[config.mk]
export PLATFORM = sky130hd
export DESIGN_NAME = sddr_wrlvl_engine
export DESIGN_NICKNAME = d
export VERILOG_FILES = /design/src/rtl/sddr_wrlvl_engine.sv
export SDC_FILE = /design/constraint.sdc
export NUM_CORES = 1
export LEC_CHECK = 0
export CAP_MARGIN = 20
export CORE_UTILIZATION = 29
export CTS_CLUSTER_SIZE = 14
export DETAILED_ROUTE_END_ITERATION = 10
export PLACE_DENSITY = 0.59
export SYNTH_ARGS = -nofsm -noshare
export SYNTH_HDL_FRONTEND = slang
export SYNTH_SLANG_ARGS = --single-unit
[constraint.sdc]
create_clock -name in_ddr_clock_i -period 2.9 [get_ports in_ddr_clock_i]
set_clock_uncertainty 0.15 [all_clocks]
set_input_delay 0.58 -clock in_ddr_clock_i [delete_from_list [all_inputs] [get_ports in_ddr_clock_i]]
set_output_delay 0.58 -clock in_ddr_clock_i [all_outputs]
set_load 0.05 [all_outputs]
[src/rtl/sddr_wrlvl_engine.sv]
// Per-lane DDR3 write-leveling engine: each byte lane searches its DQS IDELAY for
// the first 0->1 transition of the DQ feedback and locks there, or fails at the last tap.
module sddr_wrlvl_engine #(
   parameter int LANES         = 2,
   parameter int MAX_TAPS      = 32,
   parameter int SETTLE_CYCLES = 16,
   parameter int PULSE_LAT     = 6,
   parameter int SAMPLES       = 8
) (
   input  logic                            in_ddr_clock_i,
   input  logic                            in_phy_reset_n_i,
   input  logic                            start_i,
   input  logic [LANES-1:0]                lane_dq_i,
   output logic                            write_level_o,
   output logic                            dqs_pulse_o,
   output logic                            tap_rst_o,
   output logic [LANES-1:0]                delay_inc_o,
   output logic [LANES*$clog2(MAX_TAPS)-1:0] tap_o,
   output logic [LANES-1:0]                lane_lock_o,
   output logic [LANES-1:0]                lane_fail_o,
   output logic                            busy_o,
   output logic                            done_o,
   output logic                            error_o,
   output logic [2:0]                      state_o
);

   localparam int TAP_BITS  = $clog2(MAX_TAPS);
   localparam int ONES_BITS = $clog2(SAMPLES + 1);
   localparam int CNT_MAX   = (SETTLE_CYCLES > PULSE_LAT) ?
                              ((SETTLE_CYCLES > SAMPLES) ? SETTLE_CYCLES : SAMPLES) :
                              ((PULSE_LAT > SAMPLES) ? PULSE_LAT : SAMPLES);
   localparam int CNT_BITS  = $clog2(CNT_MAX + 1);

   typedef enum logic [2:0] {
      IDLE   = 3'd0,
      SETTLE = 3'd1,
      PULSE  = 3'd2,
      WAIT   = 3'd3,
      SAMPLE = 3'd4,
      EVAL   = 3'd5,
      INC    = 3'd6,
      DONE   = 3'd7
   } state_t;

   state_t                state;
   state_t                next_state;
   logic [CNT_BITS-1:0]   cnt;
   logic                  start_go;
   logic [LANES-1:0]      sync1;
   logic [LANES-1:0]      sync2;
   logic [TAP_BITS-1:0]   tap [LANES];
   logic [ONES_BITS-1:0]  ones [LANES];
   logic [LANES-1:0]      seen_zero;
   logic [LANES-1:0]      lock_nxt;
   logic [LANES-1:0]      fail_nxt;
   logic [LANES-1:0]      seen_zero_nxt;
   logic [LANES-1:0]      inc_mask;
   logic                  all_settled;

   // Per-lane evaluation of the sampled window; only meaningful while in EVAL.
   always_comb begin
      lock_nxt      = lane_lock_o;
      fail_nxt      = lane_fail_o;
      seen_zero_nxt = seen_zero;
      for (int i = 0; i < LANES; i++) begin
         if (!lane_lock_o[i] && !lane_fail_o[i]) begin
            if (ones[i] > ONES_BITS'(SAMPLES / 2)) begin
               if (seen_zero[i]) lock_nxt[i] = 1'b1;
            end else begin
               seen_zero_nxt[i] = 1'b1;
            end
            if (!lock_nxt[i] && (tap[i] == TAP_BITS'(MAX_TAPS - 1))) fail_nxt[i] = 1'b1;
         end
      end
      inc_mask    = ~(lock_nxt | fail_nxt);
      all_settled = &(lock_nxt | fail_nxt);
   end

   always_comb begin
      next_state = state;
      start_go   = 1'b0;
      case (state)
         IDLE, DONE: begin
            if (start_i) begin
               next_state = SETTLE;
               start_go   = 1'b1;
            end
         end
         SETTLE: if (cnt == CNT_BITS'(SETTLE_CYCLES - 1)) next_state = PULSE;
         PULSE:  next_state = WAIT;
         WAIT:   if (cnt == CNT_BITS'(PULSE_LAT - 1)) next_state = SAMPLE;
         SAMPLE: if (cnt == CNT_BITS'(SAMPLES - 1)) next_state = EVAL;
         EVAL:   next_state = all_settled ? DONE : INC;
         INC:    next_state = SETTLE;
         default: next_state = IDLE;
      endcase
   end

   always_ff @(posedge in_ddr_clock_i or negedge in_phy_reset_n_i) begin
      if (!in_phy_reset_n_i) begin
         state         <= IDLE;
         cnt           <= '0;
         sync1         <= '0;
         sync2         <= '0;
         seen_zero     <= '0;
         lane_lock_o   <= '0;
         lane_fail_o   <= '0;
         write_level_o <= 1'b0;
         busy_o        <= 1'b0;
         done_o        <= 1'b0;
         dqs_pulse_o   <= 1'b0;
         tap_rst_o     <= 1'b0;
         delay_inc_o   <= '0;
         for (int i = 0; i < LANES; i++) begin
            tap[i]  <= '0;
            ones[i] <= '0;
         end
      end else begin
         state <= next_state;
         sync1 <= lane_dq_i;
         sync2 <= sync1;
         if ((next_state != state) || (state == IDLE) || (state == DONE)) cnt <= '0;
         else cnt <= cnt + 1'b1;

         // All pulse outputs are decoded from next_state, so at most one is ever high.
         tap_rst_o     <= start_go;
         dqs_pulse_o   <= (next_state == PULSE);
         delay_inc_o   <= (next_state == INC) ? inc_mask : '0;
         done_o        <= (next_state == DONE);
         write_level_o <= (next_state != IDLE) && (next_state != DONE);
         busy_o        <= (next_state != IDLE) && (next_state != DONE);

         if (start_go) begin
            seen_zero   <= '0;
            lane_lock_o <= '0;
            lane_fail_o <= '0;
         end else if (state == EVAL) begin
            seen_zero   <= seen_zero_nxt;
            lane_lock_o <= lock_nxt;
            lane_fail_o <= fail_nxt;
         end

         for (int i = 0; i < LANES; i++) begin
            if (start_go) tap[i] <= '0;
            else if ((state == INC) && delay_inc_o[i]) tap[i] <= tap[i] + 1'b1;

            if (state == WAIT) ones[i] <= '0;
            else if ((state == SAMPLE) && !lane_lock_o[i] && !lane_fail_o[i])
               ones[i] <= ones[i] + ONES_BITS'(sync2[i]);
         end
      end
   end

   for (genvar g = 0; g < LANES; g++) begin : g_tap
      assign tap_o[g*TAP_BITS +: TAP_BITS] = tap[g];
   end

   assign error_o = done_o & (|lane_fail_o);
   assign state_o = state;

endmodule

==> results.sh <==
export IMPL_period_share_pct=88.0
export IMPL_ys_seq_area_share_pct=50.5
export IMPL_die_h_um=86.7
export IMPL_drc=0
export IMPL_cp_num_buf_inv=1
export IMPL_io_buffer_count=29
export IMPL_ys_ff_latch=42
export IMPL_synth_area_per_cell_um2=10.7
export IMPL_drt_pass1_iter_count=4
export IMPL_worst_slew_margin_rel_pct=64.0
export IMPL_final_setup_tns_ps=0
export IMPL_grt_setup_unrepaired="false"
export IMPL_setup_viol=0
export IMPL_max_freq_mhz=392
export IMPL_core_area_mm2=0.00687
export IMPL_synth_area_mm2=0.00208
export IMPL_rows=30
export IMPL_cpLargestDelayFamily="buffers and inverters"
export IMPL_dpl_cell_count=312
export IMPL_path_clk_slew_ps=80
export IMPL_cp_depth=1
export IMPL_post_cts_repair_setup_buffers=0
export IMPL_power_leakage_nw=1.13
export IMPL_cp_data_required_time_ps=2170
export IMPL_gr_usage_all_layers_pct=11.5
export IMPL_grt_first_pass_wirelength_mm=6.65
export IMPL_reg2reg_depth=7
export IMPL_grt_start_max_net_pins=43
export IMPL_vias=1489
export IMPL_yosysTopAreaCellShare_pct=50.5
export IMPL_switching_share_pct=43.2
export IMPL_final_core_util_pct=38.0
export IMPL_dpl_hpwl_mm=2.76
export IMPL_maxCapViolations=0
export IMPL_clkLatencyLatePin_ps=290
export IMPL_tightest_slew_ps=536
export IMPL_cts_tree="done"
export IMPL_intPower_mw=1.49
export IMPL_fin_nets=240
export IMPL_status="finished clean"
export IMPL_setup_worst_path_start_class="flop"
export IMPL_final_area_mm2=0.00261
export IMPL_drt_iter0_drc=95
export IMPL_cts_root_buf="clkbuf_8"
export IMPL_ys_warn_count=0
export IMPL_ys_types=41
export IMPL_critPathCaptureType="output port"
export IMPL_yosys_area_top_type="dfrtp_1"
export IMPL_slowest_stage="clkdlybuf4s50_1"
export IMPL_post_cts_resized=0
export IMPL_ant_nets=0
export IMPL_overflow=0
export IMPL_clockPowerShare_pct=21.8
export IMPL_die_x_um=86.7
export IMPL_max_stage_delay_ps=890
export IMPL_synthToLayoutAreaGrowth_pct=25.4
export IMPL_finalNonFillerCells=321
export IMPL_viasPerCell=4.64
export IMPL_n_antenna_cell=0
export IMPL_worst_path_max_fanout=16
export IMPL_crit_type="flop to output port"
export IMPL_drive_gt1_share_pct=12.0
export IMPL_cts_made_buffers=5
export IMPL_die_area_mm2=0.00752
export IMPL_antenna_found_initial=0
export IMPL_synth_cells=194
export IMPL_clkSinkCount=42
export IMPL_whs_ps=33.2
export IMPL_power_density_mw_per_mm2=1010
export IMPL_crit_path_cell_trace="clkdlybuf4s50_1"
export IMPL_placed_cell_area_mm2=0.00245
export IMPL_initial_utilization_pct=30.3
export IMPL_maxSlewViolCount=0
export IMPL_wl_mm=3.94
export IMPL_p_switching_mw=1.14
export IMPL_synthTopCellsByArea="dfrtp_1 51%, ha_1 6.6%, nor2_1 5.2%, xor2_1 3.8%, nand2_1 2.5%"
export IMPL_comb_power_share_pct=43.6
export IMPL_syn_num_nets=210
export IMPL_wire_per_inst_um=12.3
export IMPL_p_seq_share_pct=34.6
export IMPL_period_needed_ps=2550
export IMPL_cts_hold_buf=0
export IMPL_critPathArrivalTime_ps=1820
export IMPL_grt_pass1_vias=1410
export IMPL_hold_viol=0
export IMPL_hp_class="input port to asynchronous set/reset pin"
export IMPL_clockBufferDepth=2
export IMPL_gp_congestion=0.767
export IMPL_num_io_pins=30
export IMPL_htreeDepth=2
export IMPL_ir_drop_mv=0.270
cell usage after synthesis, drive strengths merged:
cell type and number:
dfrtp 42, nor2 32, nand2 14, ha 11
xor2 9, a21oi 7, inv 7, buf 6
nor3 6, o21ai 6, mux2i 5, nand4 4
o21a 4, a31oi 3, a41oi 3, and2 3
and3 3, nand3 3, or3 3, a21o 2
clkbuf 2, nor2b 2, nor4 2, o22ai 2
xnor2 2, a21boi 1, a2bb2oi 1, and3b 1
and4bb 1, nand2b 1, nor3b 1, o211ai 1
o221a 1, o31ai 1, or3b 1, or4 1
cell usage in the layout (no fill, tap or decap), drive strengths merged, types with 2 or more instances in the layout:
master / count
a21o: 2
a21oi: 7
a31oi: 3
a41oi: 3
and2: 3
and3: 3
buf: 3
bufinv: 2
clkbuf: 6
clkdlybuf4s50: 28
dfrtp: 42
ha: 11
inv: 7
mux2i: 5
nand2: 14
nand3: 3
nand4: 4
nor2: 32
nor2b: 2
nor3: 6
nor4: 2
o21a: 4
o21ai: 6
o22ai: 2
or3: 3
xnor2: 2
xor2: 9
registers in the layout, summed over array words and instances (netlist names):
register / cells
busy_o: 1
cnt: 5
delay_inc_o: 2
done_o: 1
dqs_pulse_o: 1
lane_fail_o: 2
lane_lock_o: 2
ones: 8
seen_zero: 2
state_o: 3
sync1: 2
sync2: 2
tap_o: 10
tap_rst_o: 1
worst reg2reg max path, cell delays in order (launching register included):
cell      delay (ps)
dfrtp_1          420
ha_1             220
and3_1           180
ha_1             210
or3_1            360
o211ai_2         200
a21oi_2          100
nor4_2           210
path summary, 6_finish.rpt:
path / endpoint / slack, ps / startpoint
hold reg to reg: sync2[0]$_DFF_PN0_ / 200 / sync1[0]$_DFF_PN0_
min in group in_ddr_clock_i: sync2[0]$_DFF_PN0_ / 200 / sync1[0]$_DFF_PN0_
setup / recovery: state_o[1] / 350 / state_o[1]$_DFF_PN0_
hold / removal: sync1[0]$_DFF_PN0_ / 30 / in_phy_reset_n_i
max in group asynchronous: lane_lock_o[0]$_DFFE_PN0P_ / 2100 / in_phy_reset_n_i
setup reg to reg: delay_inc_o[0]$_DFF_PN0_ / 770 / tap_o[0]$_DFFE_PN0P_
metrics by stage:
stage          power (mW)  setup WS, ps
2_1_floorplan        1.73           621
3_3_place_gp         2.07           683
3_5_place_dp         2.08           665
4_1_cts              2.66           343
5_1_grt              2.79           255
6_report             2.63           348
power by group through the flow:
stage / Sequential [mW] / Combinational, mW / Clock (mW)
2_1_floorplan: 1.26 / 0.473 / 0
3_3_place_gp: 0.921 / 1.15 / 0
3_5_place_dp: 0.924 / 1.15 / 0
4_1_cts: 0.913 / 1.15 / 0.591
5_1_grt: 0.940 / 1.24 / 0.615
6_report: 0.911 / 1.15 / 0.573
cell families (layout without fill, tap and decap cells):
kind of cell               after synthesis  after routing  synth area share [%]
buffers and inverters                   15             46                  3.49
AOI/OAI and AO/OA                       32             32                  11.9
xor gates and xnor gates                11             11                  4.63
DFF                                     42             42                  50.5
muxes                                    5              5                  2.41
and+or+nand+nor                         78             78                  20.4
adders and majority gates               11             11                  6.61
final cells by class:
type | instances | area, µm²
sequential | 42 | 1050
clock inverter | 2 | 60.1
multi-input combinational | 137 | 957
tap | 96 | 120
inverter | 7 | 26.3
clock buffer | 6 | 82.6
timing repair buffer | 31 | 313
fill | 686 | 4260
per-layer routing:
layer  track usage, %  vias to the layer above  wire (µm)
met1             16.1                      719       1960
met2             17.0                       36       1760
met3             3.62                        5        184
met4             3.33                        0         35
li1                 -                      729          -
met5                0                        -          0
(Power assumes the default switching activity.)
